<file path="src/rtl/bnn_pkg.sv">
// Shared definitions for the binary MLP engine: FSM state encoding,
// configuration address map helpers and constant-function utilities.
package bnn_pkg;

    typedef enum logic [1:0] {
        IDLE   = 2'd0,
        HIDDEN = 2'd1,
        OUTPUT = 2'd2,
        DONE   = 2'd3
    } state_t;

    // Hidden weight rows always start the configuration map.
    localparam int HID_ROW_BASE = 0;

    // Ceiling log2; returns 0 for values of 0 or 1.
    function automatic int clog2(input int value);
        int r;
        r = 0;
        for (int v = value - 1; v > 0; v = v >> 1) begin
            r++;
        end
        return r;
    endfunction

    function automatic int max2(input int a, input int b);
        return (a > b) ? a : b;
    endfunction

    // Output weight rows follow the hidden rows.
    function automatic int out_row_base(input int n_hid);
        return n_hid;
    endfunction

    // Hidden biases follow the output rows.
    function automatic int bias_base(input int n_hid, input int n_out);
        return n_hid + n_out;
    endfunction

    // Programmable thresholds (when present) follow the biases.
    function automatic int thresh_base(input int n_hid, input int n_out);
        return n_hid + n_out + n_hid;
    endfunction

endpackage

</file>
<file path="src/rtl/bnn_xnor_popcount.sv">
// Combinational XNOR-popcount: counts the bit positions where a and b agree.
// Shared by the hidden and output layers of bnn_mlp_engine.
module bnn_xnor_popcount
    import bnn_pkg::*;
#(
    parameter int W = 4
)(
    input  logic [W-1:0]              a,
    input  logic [W-1:0]              b,
    output logic [clog2(W+1)-1:0]     count
);

    localparam int CW = clog2(W + 1);

    logic [W-1:0] match;

    generate
        for (genvar gi = 0; gi < W; gi++) begin : g_match
            assign match[gi] = ~(a[gi] ^ b[gi]);
        end
    endgenerate

    // Sum the agreement bits.
    always_comb begin
        count = '0;
        for (int i = 0; i < W; i++) begin
            count = count + CW'(match[i]);
        end
    end

endmodule

</file>
<file path="src/rtl/bnn_mlp_engine.sv">
// Binary two-layer MLP classifier. Features are binarized against
// thresholds, one hidden neuron is evaluated per cycle, then one output
// score per cycle with a running argmax (ties go to the lowest index).
// Optional macro BNN_PROG_THRESH_EN makes the binarization thresholds
// writable through the configuration port; otherwise they are fixed at
// 2^(FEAT_W-1).
module bnn_mlp_engine
    import bnn_pkg::*;
#(
    parameter int N_IN   = 4,
    parameter int FEAT_W = 4,
    parameter int N_HID  = 4,
    parameter int N_OUT  = 2,
    parameter int BIAS_W = 4,
    localparam int CLS_W = clog2(N_OUT),
    localparam int DW    = max2(max2(N_IN, N_HID), max2(BIAS_W, FEAT_W))
)(
    input  logic                   clk,
    input  logic                   rst_n,
    input  logic                   ena,
    input  logic [N_IN*FEAT_W-1:0] feat_in,
    input  logic                   start,
    output logic                   busy,
    output logic                   valid,
    output logic [CLS_W-1:0]       class_out,
    output logic [N_HID-1:0]       hidden_out,
    input  logic                   cfg_we,
    input  logic [7:0]             cfg_addr,
    input  logic [DW-1:0]          cfg_wdata
);

    // Shared popcount width covers both layers; the unused padding bits of
    // the narrower layer agree (0 vs 0) and are subtracted back out.
    localparam int PW = max2(N_IN, N_HID);
    localparam int CW = clog2(PW + 1);
    localparam int NW = clog2(N_IN + 1);
    localparam int SW = NW + BIAS_W + 1;
    localparam int IW = clog2(max2(N_HID, N_OUT));
    localparam logic [CW-1:0] PAD_HID = CW'(PW - N_IN);
    localparam logic [CW-1:0] PAD_OUT = CW'(PW - N_HID);
    localparam logic [FEAT_W-1:0] THR_DEF = FEAT_W'(1 << (FEAT_W - 1));
    localparam int OUT_BASE  = out_row_base(N_HID);
    localparam int BIAS_BASE = bias_base(N_HID, N_OUT);

    state_t            state_reg, state_next;
    logic [IW-1:0]     idx_reg, idx_next;
    logic              last_hid, last_out;

    logic [N_IN-1:0]   hid_w_reg [N_HID];
    logic [N_HID-1:0]  out_w_reg [N_OUT];
    logic [BIAS_W-1:0] bias_reg  [N_HID];
    logic [FEAT_W-1:0] thr_val   [N_IN];

    logic [N_IN-1:0]   x_bin;
    logic [N_IN-1:0]   x_reg;
    logic [N_HID-1:0]  act_reg;
    logic [CW-1:0]     max_reg;
    logic [CLS_W-1:0]  best_reg;
    logic              valid_reg;
    logic [CLS_W-1:0]  cls_reg;
    logic [N_HID-1:0]  hid_reg;

    logic [N_IN-1:0]   row_hid;
    logic [N_HID-1:0]  row_out;
    logic [BIAS_W-1:0] bias_sel;
    logic [PW-1:0]     pc_a, pc_b;
    logic [CW-1:0]     pc_count;
    logic [NW-1:0]     hid_cnt;
    logic signed [SW-1:0] hid_sum;
    logic              act_bit;
    logic [CW-1:0]     score;
    logic              cfg_wr;

    assign last_hid = (idx_reg == IW'(N_HID - 1));
    assign last_out = (idx_reg == IW'(N_OUT - 1));
    assign cfg_wr   = cfg_we && ena && (state_reg == IDLE);

    // Binarize each feature against its threshold.
    generate
        for (genvar gi = 0; gi < N_IN; gi++) begin : g_bin
            assign x_bin[gi] = (feat_in[gi*FEAT_W +: FEAT_W] >= thr_val[gi]);
        end
    endgenerate

`ifdef BNN_PROG_THRESH_EN
    localparam int THR_BASE = thresh_base(N_HID, N_OUT);
    logic [FEAT_W-1:0] thr_reg [N_IN];

    generate
        for (genvar gi = 0; gi < N_IN; gi++) begin : g_thr
            assign thr_val[gi] = thr_reg[gi];
        end
    endgenerate

    // Programmable thresholds, reset to the mid-scale default.
    always_ff @(posedge clk or negedge rst_n) begin
        if (!rst_n) begin
            for (int k = 0; k < N_IN; k++) thr_reg[k] <= THR_DEF;
        end else if (cfg_wr) begin
            for (int k = 0; k < N_IN; k++) begin
                if (cfg_addr == 8'(THR_BASE + k)) thr_reg[k] <= cfg_wdata[FEAT_W-1:0];
            end
        end
    end
`else
    generate
        for (genvar gi = 0; gi < N_IN; gi++) begin : g_thr
            assign thr_val[gi] = THR_DEF;
        end
    endgenerate
`endif

    // Weight and bias register file; writable only while idle and enabled.
    always_ff @(posedge clk or negedge rst_n) begin
        if (!rst_n) begin
            for (int k = 0; k < N_HID; k++) hid_w_reg[k] <= '0;
            for (int k = 0; k < N_OUT; k++) out_w_reg[k] <= '0;
            for (int k = 0; k < N_HID; k++) bias_reg[k]  <= '0;
        end else if (cfg_wr) begin
            for (int k = 0; k < N_HID; k++) begin
                if (cfg_addr == 8'(HID_ROW_BASE + k)) hid_w_reg[k] <= cfg_wdata[N_IN-1:0];
            end
            for (int k = 0; k < N_OUT; k++) begin
                if (cfg_addr == 8'(OUT_BASE + k)) out_w_reg[k] <= cfg_wdata[N_HID-1:0];
            end
            for (int k = 0; k < N_HID; k++) begin
                if (cfg_addr == 8'(BIAS_BASE + k)) bias_reg[k] <= cfg_wdata[BIAS_W-1:0];
            end
        end
    end

    // FSM state and step-index register.
    always_ff @(posedge clk or negedge rst_n) begin
        if (!rst_n) begin
            state_reg <= IDLE;
            idx_reg   <= '0;
        end else begin
            state_reg <= state_next;
            idx_reg   <= idx_next;
        end
    end

    // FSM next-state: idle -> hidden sweep -> output sweep -> done.
    always_comb begin
        state_next = state_reg;
        idx_next   = idx_reg;
        if (ena) begin
            case (state_reg)
                IDLE: begin
                    if (start) begin
                        state_next = HIDDEN;
                        idx_next   = '0;
                    end
                end
                HIDDEN: begin
                    if (last_hid) begin
                        state_next = OUTPUT;
                        idx_next   = '0;
                    end else begin
                        idx_next = idx_reg + IW'(1);
                    end
                end
                OUTPUT: begin
                    if (last_out) begin
                        state_next = DONE;
                        idx_next   = '0;
                    end else begin
                        idx_next = idx_reg + IW'(1);
                    end
                end
                DONE: begin
                    state_next = IDLE;
                end
                default: begin
                    state_next = IDLE;
                    idx_next   = '0;
                end
            endcase
        end
    end

    // Select the weight row and bias for the current step and steer the
    // shared popcount operands to the active layer.
    always_comb begin
        row_hid  = '0;
        row_out  = '0;
        bias_sel = '0;
        for (int k = 0; k < N_HID; k++) begin
            if (idx_reg == IW'(k)) begin
                row_hid  = hid_w_reg[k];
                bias_sel = bias_reg[k];
            end
        end
        for (int k = 0; k < N_OUT; k++) begin
            if (idx_reg == IW'(k)) row_out = out_w_reg[k];
        end
        pc_a = '0;
        pc_b = '0;
        if (state_reg == OUTPUT) begin
            pc_a[N_HID-1:0] = act_reg;
            pc_b[N_HID-1:0] = row_out;
        end else begin
            pc_a[N_IN-1:0] = x_reg;
            pc_b[N_IN-1:0] = row_hid;
        end
    end

    bnn_xnor_popcount #(.W(PW)) u_popcount (
        .a     (pc_a),
        .b     (pc_b),
        .count (pc_count)
    );

    // Hidden activation: agreement count plus signed bias, sign bit inverted.
    assign hid_cnt = NW'(pc_count - PAD_HID);
    assign hid_sum = $signed({{(SW-NW){1'b0}}, hid_cnt})
                   + $signed({{(SW-BIAS_W){bias_sel[BIAS_W-1]}}, bias_sel});
    assign act_bit = ~hid_sum[SW-1];
    assign score   = pc_count - PAD_OUT;

    // Inference datapath: latch inputs, accumulate activations, track argmax,
    // publish results on leaving DONE.
    always_ff @(posedge clk or negedge rst_n) begin
        if (!rst_n) begin
            x_reg     <= '0;
            act_reg   <= '0;
            max_reg   <= '0;
            best_reg  <= '0;
            valid_reg <= 1'b0;
            cls_reg   <= '0;
            hid_reg   <= '0;
        end else if (ena) begin
            case (state_reg)
                IDLE: begin
                    if (start) begin
                        x_reg     <= x_bin;
                        valid_reg <= 1'b0;
                        cls_reg   <= '0;
                        hid_reg   <= '0;
                    end
                end
                HIDDEN: begin
                    for (int k = 0; k < N_HID; k++) begin
                        if (idx_reg == IW'(k)) act_reg[k] <= act_bit;
                    end
                end
                OUTPUT: begin
                    if ((idx_reg == '0) || (score > max_reg)) begin
                        max_reg  <= score;
                        best_reg <= CLS_W'(idx_reg);
                    end
                end
                DONE: begin
                    valid_reg <= 1'b1;
                    cls_reg   <= best_reg;
                    hid_reg   <= act_reg;
                end
                default: ;
            endcase
        end
    end

    assign busy       = (state_reg != IDLE);
    assign valid      = valid_reg;
    assign class_out  = valid_reg ? cls_reg : '0;
    assign hidden_out = valid_reg ? hid_reg : '0;

endmodule

</file>
<file path="config.mk">
export PLATFORM = sky130hd
export DESIGN_NAME = bnn_mlp_engine
export DESIGN_NICKNAME = d
export VERILOG_FILES = /design/src/rtl/bnn_pkg.sv /design/src/rtl/bnn_xnor_popcount.sv /design/src/rtl/bnn_mlp_engine.sv
export SDC_FILE = /design/constraint.sdc
export NUM_CORES = 1
export LEC_CHECK = 0
export ABC_AREA = 1
export CAP_MARGIN = 20
export CELL_PAD_IN_SITES_DETAIL_PLACEMENT = 0
export CELL_PAD_IN_SITES_GLOBAL_PLACEMENT = 1
export CORE_ASPECT_RATIO = 2
export CORE_MARGIN = 2
export CORE_UTILIZATION = 37
export DETAILED_ROUTE_END_ITERATION = 6
export HOLD_SLACK_MARGIN = 0.06
export PLACE_DENSITY = 0.76
export SYNTH_ARGS = -nofsm -noshare
export SYNTH_HDL_FRONTEND = slang
export SYNTH_SLANG_ARGS = --single-unit
</file>
<file path="constraint.sdc">
create_clock -name clk -period 3.5 [get_ports clk]
set_clock_uncertainty 0.1 [all_clocks]
set_input_delay 0.875 -clock clk [delete_from_list [all_inputs] [get_ports clk]]
set_output_delay 0.875 -clock clk [all_outputs]
set_load 0.005 [all_outputs]
</file>
* Word-level counts from Yosys, hierarchy flattened
Index checks and enable logic that the tools add are counted.
** Storage, ports and cells
- Input bits :: 33
- Word-level logic and storage cells :: 114
- Output and inout port bits :: 7
- Register bits :: 62
** Cells by class
- Muxes and demuxes :: 27
- Add/subtract/negate cells :: 5
- Magnitude comparators :: 5
- Reduce and logical (&&, ||, !) cells :: 28
- Equal/unequal tests :: 18
- Bitwise operators :: 9
** Operator list (number)
- $mux 4 :: 14
- $eq 8x3->1 const B :: 4
- $reduce_and 3->1 :: 8
- $reduce_and 2->1 :: 10
- $eq 8x2->1 const B :: 2
- $eq 8x4->1 const B :: 2
- $ge 4x4->1 const B :: 4
- $mux 2 :: 6
- $eq 2x2->1 const B :: 4
- $eq 8x1->1 const B :: 1
- $logic_not 8->1 :: 1
- $pmux 2 s4 :: 1
- $pmux 4 s2 :: 1
- $add 3x1->3 :: 2
- $ne 2x2->1 const B :: 3
- $pmux 2 s3 :: 1
- $add 4x4->5 :: 1
- $not 1->1 :: 5
- $eq 2x1->1 const B :: 2
- $logic_not 2->1 :: 2
- $pmux 1 s2 :: 2
- $reduce_and 4->1 :: 1
- $reduce_bool 2->1 :: 2
- $xor 1x1->1 :: 4
- 7 further kinds :: 9

* Longest topological paths before layout
- Word-level depth :: 14
- Gate-level depth with buffers :: 27
- Mapped depth without buffers :: 26

* By module
A second synthesis with hierarchy kept.
** Unflattened totals
- Cell total of the unflattened synthesis :: 402
- Area, all modules :: 3186.8 um^2
** Modules (own cells, without submodules)
- bnn_mlp_engine :: cells each 377, area each 3059.2 um^2, instances 1, seq. area each 1551.5 um^2
- bnn_xnor_popcount :: cells each 25, area each 127.6 um^2, instances 1, seq. area each 0.0 um^2

* Worst setup path after synthesis
No wires, ideal clock.
- Path type :: flip-flop to flip-flop
- Start point :: reg idx_reg[0]
- End point :: reg max_reg[1]
- Clock period less this slack :: 3.451 ns
- Setup time :: 0.128 ns
- Path buffers :: 1
- Data required time :: 3.272 ns
- Arrival :: 3.223 ns
- Cell stages (with the launch flop) :: 22
- Path slack :: 0.049 ns
- Cell sequence :: dfrtp_1 inv_1 ha_1 inv_1 buf_2 o211ai_1 nand2_1 nand3b_1 nand2_1 ha_1 inv_1 fa_1 inv_1 ha_1 ha_1 nand2_1 o21ai_0 nand2_1 nand2_1 nand3_1 nor2_1 a21oi_1
** Between the ends
- Longest elaborated chain between the ends :: 14
- Elaborated cells on any way between the ends :: 25
- Those cells by class :: add/sub: 3; order compare: 1; eq/ne: 3; mux: 7; bitwise: 8; reduce/logical: 3
** RTL lines
- from (decl) :: line bnn_mlp_engine.sv:46 : logic [IW-1:0] idx_reg, idx_next;
- from (signal assigned) :: line bnn_mlp_engine.sv:139 : idx_reg <= idx_next;
- $logic_not 2->1 :: line bnn_mlp_engine.sv:189, bnn_mlp_engine.sv:195
- $mux 4 (4 in series) :: line bnn_mlp_engine.sv:189 : if (idx_reg == IW'(k)) begin
- $mux 4 * :: line bnn_mlp_engine.sv:199 : if (state_reg == OUTPUT) begin
- $xor 1x1->1 :: line bnn_xnor_popcount.sv:19 : assign match[gi] = ~(a[gi] ^ b[gi]);
- $not 1->1 :: line bnn_xnor_popcount.sv:19
- $add 1x1->2 :: line bnn_xnor_popcount.sv:27 : count = count + CW'(match[i]);
- $add 3x1->3 :: line bnn_xnor_popcount.sv:27
- $add 3x1->3 * :: line bnn_xnor_popcount.sv:27
- via hid_cnt[1] :: line bnn_mlp_engine.sv:68 : logic [NW-1:0] hid_cnt;
- $gt 3x3->1 :: line bnn_mlp_engine.sv:248 : if ((idx_reg == '0) || (score > max_reg)) begin
- $logic_or 1x1->1 :: line bnn_mlp_engine.sv:248
- $reduce_and 3->1 (no source line)
- to (signal assigned) :: line bnn_mlp_engine.sv:249 : max_reg <= score;
- to (decl) :: line bnn_mlp_engine.sv:57 : logic [CW-1:0] max_reg;
The timed path passes the listed nets; every way through them passes the cells marked *.
A chain may end at the register's enable or synchronous reset.

* Worst setup path in the final report
- Start point :: reg idx_reg[0]
- End point :: reg act_reg[0]
** Between the ends
- Longest elaborated chain between the ends :: 13
- Elaborated cells on any way between the ends :: 29
- Those cells by class :: add/sub: 4; eq/ne: 3; mux: 11; bitwise: 9; reduce/logical: 2
** RTL lines
- $logic_not 2->1 :: line bnn_mlp_engine.sv:189, bnn_mlp_engine.sv:195
- $mux 4 (4 in series) :: line bnn_mlp_engine.sv:189
- $mux 4 * :: line bnn_mlp_engine.sv:199
- $xor 1x1->1 :: line bnn_xnor_popcount.sv:19
- $not 1->1 :: line bnn_xnor_popcount.sv:19
- $add 1x1->2 :: line bnn_xnor_popcount.sv:27
- $add 3x1->3 :: line bnn_xnor_popcount.sv:27
- $add 3x1->3 * :: line bnn_xnor_popcount.sv:27
- via hid_cnt[1] :: line bnn_mlp_engine.sv:68
- $add 4x4->5 * :: line bnn_mlp_engine.sv:217 : + $signed({{(SW-BIAS_W){bias_sel[BIAS_W-1]}}, bias_sel});
- $not 1->1 * :: line bnn_mlp_engine.sv:218 : assign act_bit = ~hid_sum[SW-1];
- to (signal, indexed assignment) :: line bnn_mlp_engine.sv:244 : if (idx_reg == IW'(k)) act_reg[k] <= act_bit;
- to (decl) :: line bnn_mlp_engine.sv:56 : logic [N_HID-1:0] act_reg;
Marked as above.

==> key figures <==
Power and ir drop
  • Power density normalized to cell area: ~940 nW/µm²
  • Part of the power in combinational logic: 0.531
  • Internal power contribution: 0.00244 W
  • Total net switching power: approximately 0.0015 W
  • Worst vdd ir: 0.542 mV
  • Relative contribution of sequential cells to total power: 0.232
  • Proportion of power drawn by the clock network: 0.237
  • Overall power consumption: roughly 0.004 W
  • P_leak: roughly 2.0 nW
  • Net switching fraction of the power: 0.381

Timing
  • Unrepaired setup endpoints after global routing: yes
  • Number of slew-limit violations in the final report: 0
  • Fraction of the cycle the final worst path needs: 0.984
  • Final count of negative-setup-slack endpoints: 0
  • Final hold violation count: 0
  • Time the final worst path needs with I/O delays and setup: 3440 ps
  • Slew at the pin closest to its max-slew limit: ~500 ps
  • Max Fclk: ~290 MHz
  • Slew headroom: 0.667

Logic synthesis
  • Mean area per synthesized cell: approximately 8.0 µm²
  • Cell variety after synth: 21
  • Post-synthesis instance total: between 300 and 400
  • Flop and latch count out of synthesis: 62
  • Share of synthesized area occupied by flip-flops and latches: 0.489
  • Synth Net Count: about 450
  • YS warnings: 0
  • Post-synthesis cell area: between 3000 and 4000 µm²

Clocking
  • Number of clock sinks: 62
  • Max Buffers Root-to-Sink: 2
  • H-tree depth reported by CTS: 3
  • Clock Root Buffer: sky130_fd_sc_hd__clkbuf_16
  • Clk_lat worst skew: about 330 ps
  • Clock tree from TritonCTS: yes
  • Total CTS buffers: 9
  • Clock-pin slew of the registers on the worst-case setup and hold paths: approximately 50 ps
  • Post-cts hold buffer count: 0

Layout
  • Area delta synth->final: 33.1%
  • # diodes: 0
  • Number of filler cells placed in the layout: between 800 and 900
  • Multi-input logic area: 1590 µm²
  • Reg area: 1550 µm²
  • Leading cell types in the layout, fill and taps excluded: sky130_fd_sc_hd__nand2_1, sky130_fd_sc_hd__o21ai_0, sky130_fd_sc_hd__dfrtp_1
  • Leading cell type in the layout, fill and taps excluded: sky130_fd_sc_hd__nand2_1
  • Util after Layout: 0.509
  • Ratio of cells with drive above 1 in the final layout: 0.186
  • NumNets Final: between 500 and 600

Global route
  • Number of antenna violations at the first check in global routing: 0
  • Largest net degree at the start of global routing: 25
  • Gr usage total: 0.188
  • Remaining global-route overflow: 0
  • Via count of the first global-routing pass: 2,722
  • Wire length of the first global-routing pass: 13,500 µm

Placed design
  • Placer congestion estimate: 0.872
  • PortBufs: 27
  • HPWL after detailed placement: just over 6000 µm

Route
  • DR vias: roughly 2,800
  • Total iterations of the first detailed-routing run: 5
  • Drc violations: 0
  • Per-cell routed wire length: 14.2 µm
  • Count of nets left with antenna violations after detail routing: 0
  • Per-cell via count in the routed design: 4.95
  • Aggregate routed wire length: 7870 µm
  • Initial drt markers: about 140

Setup path
  • Total number of cells along the worst setup path: 26
  • Cell family contributing the most delay on the critical path: adder cells
  • Crit path required time: around 3700 ps
  • Sort of element at the end of the critical path: flop
  • Worst path slowest cell: sky130_fd_sc_hd__dfrtp_2
  • Buf/Inv on CP: 6
  • Critical path's largest stage delay: 440 ps
  • Category of the worst setup path launch point: flop
  • Highest fanout seen on the critical path: 4
  • Worst path most repeated cell: sky130_fd_sc_hd__nand2_1
  • Worst Setup Path Type: flop to flop
  • Cell depth of the worst flop-to-flop path: 26
  • Arrival time of data at the critical path endpoint: between 3000 and 4000 ps

Die
  • Num ports: 40
  • Overall die height: between 100 and 150 µm
  • Core Box Area: 8290 µm²
  • Row Count: 47
  • Die X-Extent: ~70 µm
  • Starting Density: 0.383
  • Die Footprint: roughly 9400 µm²

Run status
  • Outcome: finished, final reports clean

Min path
  • Number of cells on the worst hold path: 2
  • Kind of path behind the tightest hold check: flop to flop

Run
  • Max Cap Viol: 0
==> cells by family (layout without fill, tap and decap cells) <==
kind of cell | after synthesis | count (layout) | share of synthesized area
AO/OA/AOI/OAI | 87 | 87 | 0.144
adder cells (fa/ha/maj) | 17 | 17 | 0.0694
flip-flops | 62 | 62 | 0.489
AND/OR/NAND/NOR | 182 | 182 | 0.238
buffers and inverters | 47 | 110 | 0.0588
==> cells in the mapped netlist <==
library cell / n / area (µm²)
sky130_fd_sc_hd__o211ai_1: 4 / 30.0
sky130_fd_sc_hd__a22oi_1: 2 / 15.0
sky130_fd_sc_hd__nor2_1: 15 / 56.3
sky130_fd_sc_hd__nand3_2: 1 / 10.0
sky130_fd_sc_hd__fa_1: 1 / 20.0
sky130_fd_sc_hd__nand3b_1: 1 / 7.51
sky130_fd_sc_hd__nor2_2: 2 / 12.5
sky130_fd_sc_hd__buf_4: 1 / 7.51
sky130_fd_sc_hd__buf_2: 5 / 25.0
sky130_fd_sc_hd__nand2_1: 134 / 503
sky130_fd_sc_hd__ha_1: 16 / 200
sky130_fd_sc_hd__nand4_1: 1 / 6.26
sky130_fd_sc_hd__inv_1: 38 / 143
sky130_fd_sc_hd__a21oi_1: 16 / 80.1
sky130_fd_sc_hd__inv_2: 3 / 11.3
sky130_fd_sc_hd__nand3_1: 20 / 100
sky130_fd_sc_hd__nor3_1: 4 / 20.0
sky130_fd_sc_hd__o21ai_0: 63 / 315
sky130_fd_sc_hd__dfrtp_1: 62 / 1550
sky130_fd_sc_hd__nor3_2: 4 / 40.0
sky130_fd_sc_hd__a22o_1: 2 / 17.5
==> path summary, 6_finish.rpt <==
path	end	slack, ps	start
worst max-delay path	act_reg[0]$_DFFE_PN0P_	60	idx_reg[0]$_DFFE_PN0P_
worst min-delay path	x_reg[3]$_DFFE_PN0P_	370	x_reg[3]$_DFFE_PN0P_
worst max register to register	act_reg[0]$_DFFE_PN0P_	60	idx_reg[0]$_DFFE_PN0P_
worst min register to register	x_reg[3]$_DFFE_PN0P_	370	x_reg[3]$_DFFE_PN0P_
max in group asynchronous	out_w_reg[4]$_DFFE_PN0P_	2190	rst_n
min in group asynchronous	bias_reg[3]$_DFFE_PN0P_	410	rst_n
==> metal layers <==
layer / up-vias / global-route usage / wire [µm]
li1: 1407 / - / -
met1: 1275 / 0.200 / 3040
met2: 49 / 0.339 / 4260
met3: 20 / 0.0418 / 207
met4: 0 / 0.107 / 360
met5: - / 0 / 0
==> power groups by stage <==
stage | clock network [W] | logic (W) | registers, W
detailed placement | 0 | 0.00169 | 0.000925
floorplan | 0 | 0.000950 | 0.000907
CTS | 0.000962 | 0.00189 | 0.000916
finish | 0.000936 | 0.00210 | 0.000917
global route | 0.000993 | 0.00232 | 0.000938
global placement | 0 | 0.00165 | 0.000919
==> metrics by stage <==
step                      setup slack, ps  area, µm²  setup TNS (ps)  hold slack, ps  instances
after floorplan                      48.5       3170               0             337        395
after global placement               -287       3720           -2140             358        538
after detailed placement             -367       3720           -2540             360        538
after CTS                            5.47       4120               0             372        554
after global routing                 -168       4220           -1130             395        556
final                                56.9       4220               0             373        556
==> tightest hold or removal path: stages, from the launching register on <==
cell,delay (ps)
sky130_fd_sc_hd__dfrtp_1,340
sky130_fd_sc_hd__nand2_1,50
sky130_fd_sc_hd__nand2_1,50
==> repair_timing <==
action / in CTS / in global routing
setup endpoints to repair: 8 / 8
gates resized for setup: 21 / 26
setup buffers: 0 / 2
pin swaps: 5 / 15
==> cell type report <==
cell class,count,share of cell area
multi-input cells,286,0.377
flip-flops and latches,62,0.368
repair buffers,53,0.114
clock buffers,10,0.0542
inverters,41,0.0382
well taps,98,0.0290
clock inverters,6,0.0204
No activity file was read; power rests on OpenSTA's default activity.
